<file path="src/rtl/dmem_burst_master.sv">
// dmem_burst_master
//
// Initiator for the single-port data memory. It accepts a burst command
// (start word address plus beat count minus one) on a valid/ready handshake
// and then moves one word per cycle between the memory port and a streaming
// channel. Addresses increment and wrap modulo 2^ADDR_W.
//
// Ports:
//   CLK, RST          clock (posedge) and asynchronous active-low reset
//   cmd_valid/ready   burst command handshake; ready only while idle
//   cmd_write         1 = write burst, 0 = read burst
//   cmd_addr          start word address
//   cmd_len           beats minus one
//   wr_valid/ready    write-data channel (ready only during a write burst)
//   wr_data           write-data word
//   rd_valid/ready    registered read-data channel
//   rd_data           read word, held stable until consumed
//   busy              high whenever a burst is in progress
//   done              one-cycle pulse when a burst completes
//   mem_read          memory read strobe
//   mem_write         memory write strobe
//   mem_addr          memory word address
//   mem_wdata         memory write data
//   mem_rdata         memory read data, combinational from mem_addr

module dmem_burst_master #(
  parameter int ADDR_W = 5,
  parameter int DATA_W = 32,
  parameter int LEN_W  = 3
) (
  input  logic              CLK,
  input  logic              RST,
  input  logic              cmd_valid,
  output logic              cmd_ready,
  input  logic              cmd_write,
  input  logic [ADDR_W-1:0] cmd_addr,
  input  logic [LEN_W-1:0]  cmd_len,
  input  logic              wr_valid,
  output logic              wr_ready,
  input  logic [DATA_W-1:0] wr_data,
  output logic              rd_valid,
  input  logic              rd_ready,
  output logic [DATA_W-1:0] rd_data,
  output logic              busy,
  output logic              done,
  output logic              mem_read,
  output logic              mem_write,
  output logic [ADDR_W-1:0] mem_addr,
  output logic [DATA_W-1:0] mem_wdata,
  input  logic [DATA_W-1:0] mem_rdata
);

  typedef enum logic [1:0] {
    IDLE     = 2'd0,
    READ     = 2'd1,
    RD_DRAIN = 2'd2,
    WRITE    = 2'd3
  } state_t;

  state_t            state, state_nxt;
  logic [ADDR_W-1:0] cur_addr, cur_addr_nxt;
  logic [LEN_W-1:0]  beats_left, beats_left_nxt;
  logic              rd_valid_nxt;
  logic [DATA_W-1:0] rd_data_nxt;
  logic              done_nxt;
  logic              rd_issue;

  // Word address step; the natural width overflow gives the wrap to 0.
  function automatic logic [ADDR_W-1:0] addr_inc(input logic [ADDR_W-1:0] a);
    return a + {{(ADDR_W-1){1'b0}}, 1'b1};
  endfunction

  // Beat counter step that saturates at zero.
  function automatic logic [LEN_W-1:0] beats_dec(input logic [LEN_W-1:0] b);
    if (b == '0) return '0;
    return b - {{(LEN_W-1){1'b0}}, 1'b1};
  endfunction

  // A read beat may issue whenever the output register is empty or is being
  // emptied this cycle, which gives refill-while-consume at full rate.
  assign rd_issue = !rd_valid || rd_ready;

  always_comb begin
    state_nxt      = state;
    cur_addr_nxt   = cur_addr;
    beats_left_nxt = beats_left;
    rd_valid_nxt   = rd_valid;
    rd_data_nxt    = rd_data;
    done_nxt       = 1'b0;
    cmd_ready      = 1'b0;
    wr_ready       = 1'b0;
    mem_read       = 1'b0;
    mem_write      = 1'b0;
    mem_addr       = cur_addr;
    mem_wdata      = '0;
    busy           = (state != IDLE);

    case (state)
      IDLE: begin
        cmd_ready = 1'b1;
        if (cmd_valid) begin
          cur_addr_nxt   = cmd_addr;
          beats_left_nxt = cmd_len;
          state_nxt      = cmd_write ? WRITE : READ;
        end
      end

      READ: begin
        if (rd_issue) begin
          mem_read       = 1'b1;
          rd_data_nxt    = mem_rdata;
          rd_valid_nxt   = 1'b1;
          cur_addr_nxt   = addr_inc(cur_addr);
          beats_left_nxt = beats_dec(beats_left);
          if (beats_left == '0) state_nxt = RD_DRAIN;
        end
      end

      // Last word is sitting in rd_data; completion waits for its consumer.
      RD_DRAIN: begin
        if (rd_valid && rd_ready) begin
          rd_valid_nxt = 1'b0;
          done_nxt     = 1'b1;
          state_nxt    = IDLE;
        end
      end

      // Write data flows straight through; the memory captures on this edge.
      WRITE: begin
        wr_ready  = 1'b1;
        mem_write = wr_valid;
        mem_wdata = wr_data;
        if (wr_valid) begin
          cur_addr_nxt   = addr_inc(cur_addr);
          beats_left_nxt = beats_dec(beats_left);
          if (beats_left == '0) begin
            done_nxt  = 1'b1;
            state_nxt = IDLE;
          end
        end
      end

      default: state_nxt = IDLE;
    endcase
  end

  always_ff @(posedge CLK or negedge RST) begin
    if (!RST) begin
      state      <= IDLE;
      cur_addr   <= '0;
      beats_left <= '0;
      rd_valid   <= 1'b0;
      rd_data    <= '0;
      done       <= 1'b0;
    end else begin
      state      <= state_nxt;
      cur_addr   <= cur_addr_nxt;
      beats_left <= beats_left_nxt;
      rd_valid   <= rd_valid_nxt;
      rd_data    <= rd_data_nxt;
      done       <= done_nxt;
    end
  end

endmodule

</file>
<file path="config.mk">
export PLATFORM = sky130hd
export DESIGN_NAME = dmem_burst_master
export DESIGN_NICKNAME = d
export VERILOG_FILES = /design/src/rtl/dmem_burst_master.sv
export SDC_FILE = /design/constraint.sdc
export NUM_CORES = 1
export LEC_CHECK = 0
export CAP_MARGIN = 15
export CORE_MARGIN = 8
export CORE_UTILIZATION = 37
export CTS_BUF_LIST = sky130_fd_sc_hd__clkbuf_4 sky130_fd_sc_hd__clkbuf_8 sky130_fd_sc_hd__clkbuf_16
export DETAILED_ROUTE_END_ITERATION = 8
export PLACE_DENSITY = 0.81
export SKIP_LAST_GASP = 1
export SLEW_MARGIN = 20
export SYNTH_ARGS = -nofsm -noshare
export SYNTH_HDL_FRONTEND = slang
export SYNTH_SLANG_ARGS = --single-unit
</file>
<file path="constraint.sdc">
create_clock -name CLK -period 2.47 [get_ports CLK]
set_input_delay 0.494 -clock CLK [delete_from_list [all_inputs] [get_ports CLK]]
set_output_delay 0.494 -clock CLK [all_outputs]
set_load 0.01 [all_outputs]
</file>
==> out/metrics.csv <==
stage;metric;value;unit
run_status;status;finished clean;
setup_path;startpoint_type;input pin;
final_layout;fin_util;0.690;
grt;grt_pass1_wl;11000;um
detailed_routing;routed_wirelength;6930;um
setup_path;cp.buffers_inverters;2;
sta;hold_viol_final;0;
setup_path;crit_slowest_cell;sky130_fd_sc_hd__clkdlybuf4s50_1;
final_layout;net_count_reported_at_finish;419;
synthesis;synth_top_cells_by_area;sky130_fd_sc_hd__dfrtp_1, sky130_fd_sc_hd__mux2_2, sky130_fd_sc_hd__and3_1, sky130_fd_sc_hd__clkbuf_1, sky130_fd_sc_hd__nand2_1;
detailed_routing;route.detailed.vias_per_inst;4.89;
setup_path;most_numerous_cell_on_the_critical_path;sky130_fd_sc_hd__clkdlybuf4s50_1;
placement;post-dp-hpwl;5640;um
placement;finalWeightedCongestion;0.782;
setup_path;critPathArrivalTime;1840;ps
synthesis;post_synth_edffs;0;
synthesis;synth_mux_area_frac;0.174;
detailed_routing;drtIter0Drc;88;
grt;initial_antenna_violation_count;0;
final_layout;final_layout_size_suffix_gt1_frac;0.150;
floorplan;die_span_in_y;92.0;um
pwr;ir_drop;679;uV
synthesis;mappedNetlistArea;0.00213;sq mm
cts;cts_sinks;44;
sta;fin_setup_tns;0;ps
sta;period_share;0.947;
cts;worst_skew_late_latency;280;ps
synthesis;ys_types;34;
synthesis;main_combinational_cell_family_by_area_after_synthesis;simple AND/OR/NAND/NOR gates;
final_layout;areaGrowthSynthToFinish;79.0;%
synthesis;post-synth-top-count-cell;sky130_fd_sc_hd__dfrtp_1;
setup_path;worstSetupPathType;in2out;
sta;drv_slew;0;
grt;grt_remaining_overflow;0;
setup_path;cp_cell_sequence;clkdlybuf4s50_1 -> nor2b_1 -> nor3_4 -> clkdlybuf4s50_1;
detailed_routing;routed-via-count;2013;
cts;cts_setup_buffers;0;
placement;place_worst_setup_slack;133;ps
detailed_routing;drt_pass1_iterations;4;
cts;cts_buffer_depth;2;
sta;period_needed;2340;ps
cts;cts.reportedPaths.clkPinSlew;80;ps
synthesis;yosys.area_share.adder;0.00586;
floorplan;die-area;0.00846;sq mm
placement;placed_cell_area;0.00374;sq mm
setup_path;worst_ep_required_time;1980;ps
synthesis;yosys_register_bits;44;
synthesis;yosysSeqAreaShare;0.516;
grt;grt_max_degree;34;
synthesis;syn_avg_cell_area;11.4;sq um
pwr;power-per-cell-area;1140;mW/mm^2
placement;numPortBuffers;153;
floorplan;floorplan.die.width;92.0;um
synthesis;synthDominantCellAreaShare;0.516;
pwr;p_leak;1.65;nW
synthesis;top_cells_by_count_synth;sky130_fd_sc_hd__dfrtp_1, sky130_fd_sc_hd__and3_1, sky130_fd_sc_hd__mux2_2;
detailed_routing;post-route-drc-count;0;
synthesis;postSynthCellCount;188;
grt;first_global_vias;2073;
synthesis;synth-simple-area-share;0.189;
sta;clock.fmax;0.428;GHz
sta;actual_slew_at_the_worst_max_slew_pin;593;ps
final_layout;fin_area;0.00382;sq mm
synthesis;synth_xor_xnor_area_share;0;
sta;rsz0062_at_grt;no;
job;drv.max_cap_violation_count;0;
setup_path;critical_path_peak_fanout;4;
setup_path;critical_path.endpoint_type;output port;
grt;grt.total_usage;0.158;
setup_path;cp_top_family;buffers and inverters;
floorplan;pin_count;154;
sta;final.setup.worst_slack;131;ps
floorplan;fp.coreArea;0.00554;sq mm
cts;hold_buf_count_cts;0;
cts;h_tree_depth_reported_by_cts;2;
cts;clockRootBuffer;sky130_fd_sc_hd__clkbuf_8;
sta;finalSetupViolations;0;
min_path;holdCritPathClass;in2async;
cts;cts.repair.resized;0;
cts;total_clock_buffers_created_by_cts;5;
pwr;report.power.total;4.35;mW
cts;cts_tree;built;
setup_path;worst_path_largest_cell_delay;600;ps
detailed_routing;ant_nets;0;
synthesis;ys_dominant_reg_cell;sky130_fd_sc_hd__dfrtp_1;
detailed_routing;wire_per_inst;16.8;um
final_layout;antenna-diode-count;0;
floorplan;initial_util;0.385;
sta;worst_slew_margin_rel;0.601;
sta;skew;9.00;ps
floorplan;rows;27;
synthesis;yosys_warnings;0;
synthesis;share_of_synthesized_registers_carrying_an_async_set_or_reset;1.00;
synthesis;synth_area_leader_cell;sky130_fd_sc_hd__dfrtp_1;
synthesis;synth_compound_gate_area_share;0.0762;
synthesis;syn_nets;267;
flip-flops by register name, summed over array words and instances, names as in the netlist:
name        cells
rd_valid        1
done            1
beats_left      3
rd_data        32
mem_addr        5
state           2
through the flow:
stage / hold WS [ps] / std cells
after floorplan: 198 / 188
after global placement: 457 / 405
after detailed placement: 463 / 405
after CTS: 148 / 412
after global routing: 163 / 412
final: 137 / 412
cells in the final DEF (no fill, tap or decap), types with 2 or more instances in the layout:
cell type and n:
sky130_fd_sc_hd__clkdlybuf4s50_1 152, sky130_fd_sc_hd__dfrtp_1 44, sky130_fd_sc_hd__and3_1 36, sky130_fd_sc_hd__mux2_2 32, sky130_fd_sc_hd__nand2_1 8, sky130_fd_sc_hd__nor2_1 7
sky130_fd_sc_hd__buf_4 7, sky130_fd_sc_hd__o21ai_0 5, sky130_fd_sc_hd__a21oi_1 5, sky130_fd_sc_hd__clkbuf_8 5, sky130_fd_sc_hd__inv_1 4, sky130_fd_sc_hd__nand3_1 4
sky130_fd_sc_hd__a32oi_1 3, sky130_fd_sc_hd__o22a_1 3, sky130_fd_sc_hd__and2_1 2, sky130_fd_sc_hd__nor2b_1 2, sky130_fd_sc_hd__a211o_1 2
worst reg2reg max path: stages, from the launching register on:
cell and delay (ps):
sky130_fd_sc_hd__dfrtp_1 380, sky130_fd_sc_hd__buf_4 170, sky130_fd_sc_hd__or3b_4 420, sky130_fd_sc_hd__a31oi_2 410, sky130_fd_sc_hd__o21ai_0 190, sky130_fd_sc_hd__o31ai_1 110
per-layer routing:
layer  GRT usage  wire length, um
met4      0.0161               12
met5           0                0
met1       0.176             2830
met2       0.280             3440
met3      0.0701              647
final timing paths:
| path | cells past startpoint | startpoint | end | slack [ps] |
|---|---|---|---|---|
| max | 4 | rd_ready | mem_read | 130 |
| min | 1 | RST | mem_addr[3]$_DFFE_PN0P_ | 140 |
| max reg2reg | 5 | state[1]$_DFFE_PN0P_ | mem_addr[0]$_DFFE_PN0P_ | 700 |
| min reg2reg | 1 | rd_data[5]$_DFFE_PN0P_ | rd_data[5]$_DFFE_PN0P_ | 510 |
| max in group asynchronous | 2 | RST | rd_data[4]$_DFFE_PN0P_ | 1740 |
| min in group CLK | 1 | rd_data[5]$_DFFE_PN0P_ | rd_data[5]$_DFFE_PN0P_ | 510 |
power by group:
group	switching, mW	internal [mW]	leakage (nW)	total, mW
sequential	0.209	1.09	0.517	1.30
combinational	1.10	1.53	1.09	2.63
clock	0.225	0.192	0.0400	0.417
final cells by class:
cell class | instances | area, sq um
timing repair buffer | 160 | 1580
clock buffer | 5 | 68.8
tap | 72 | 90.1
fill | 448 | 1720
inverter | 4 | 15.0
sequential | 44 | 1100
multi-input combinational | 125 | 955
clock inverter | 2 | 12.5
kinds of logic (layout without fill, tap and decap cells):
kind of cell | Yosys count | count (layout)
buffers and inverters | 19 | 171
DFF | 44 | 44
AOI/OAI and AO/OA | 23 | 23
and+or+nand+nor | 68 | 68
muxes | 33 | 33
adders and majority gates | 1 | 1
(Power assumes the default switching activity.)
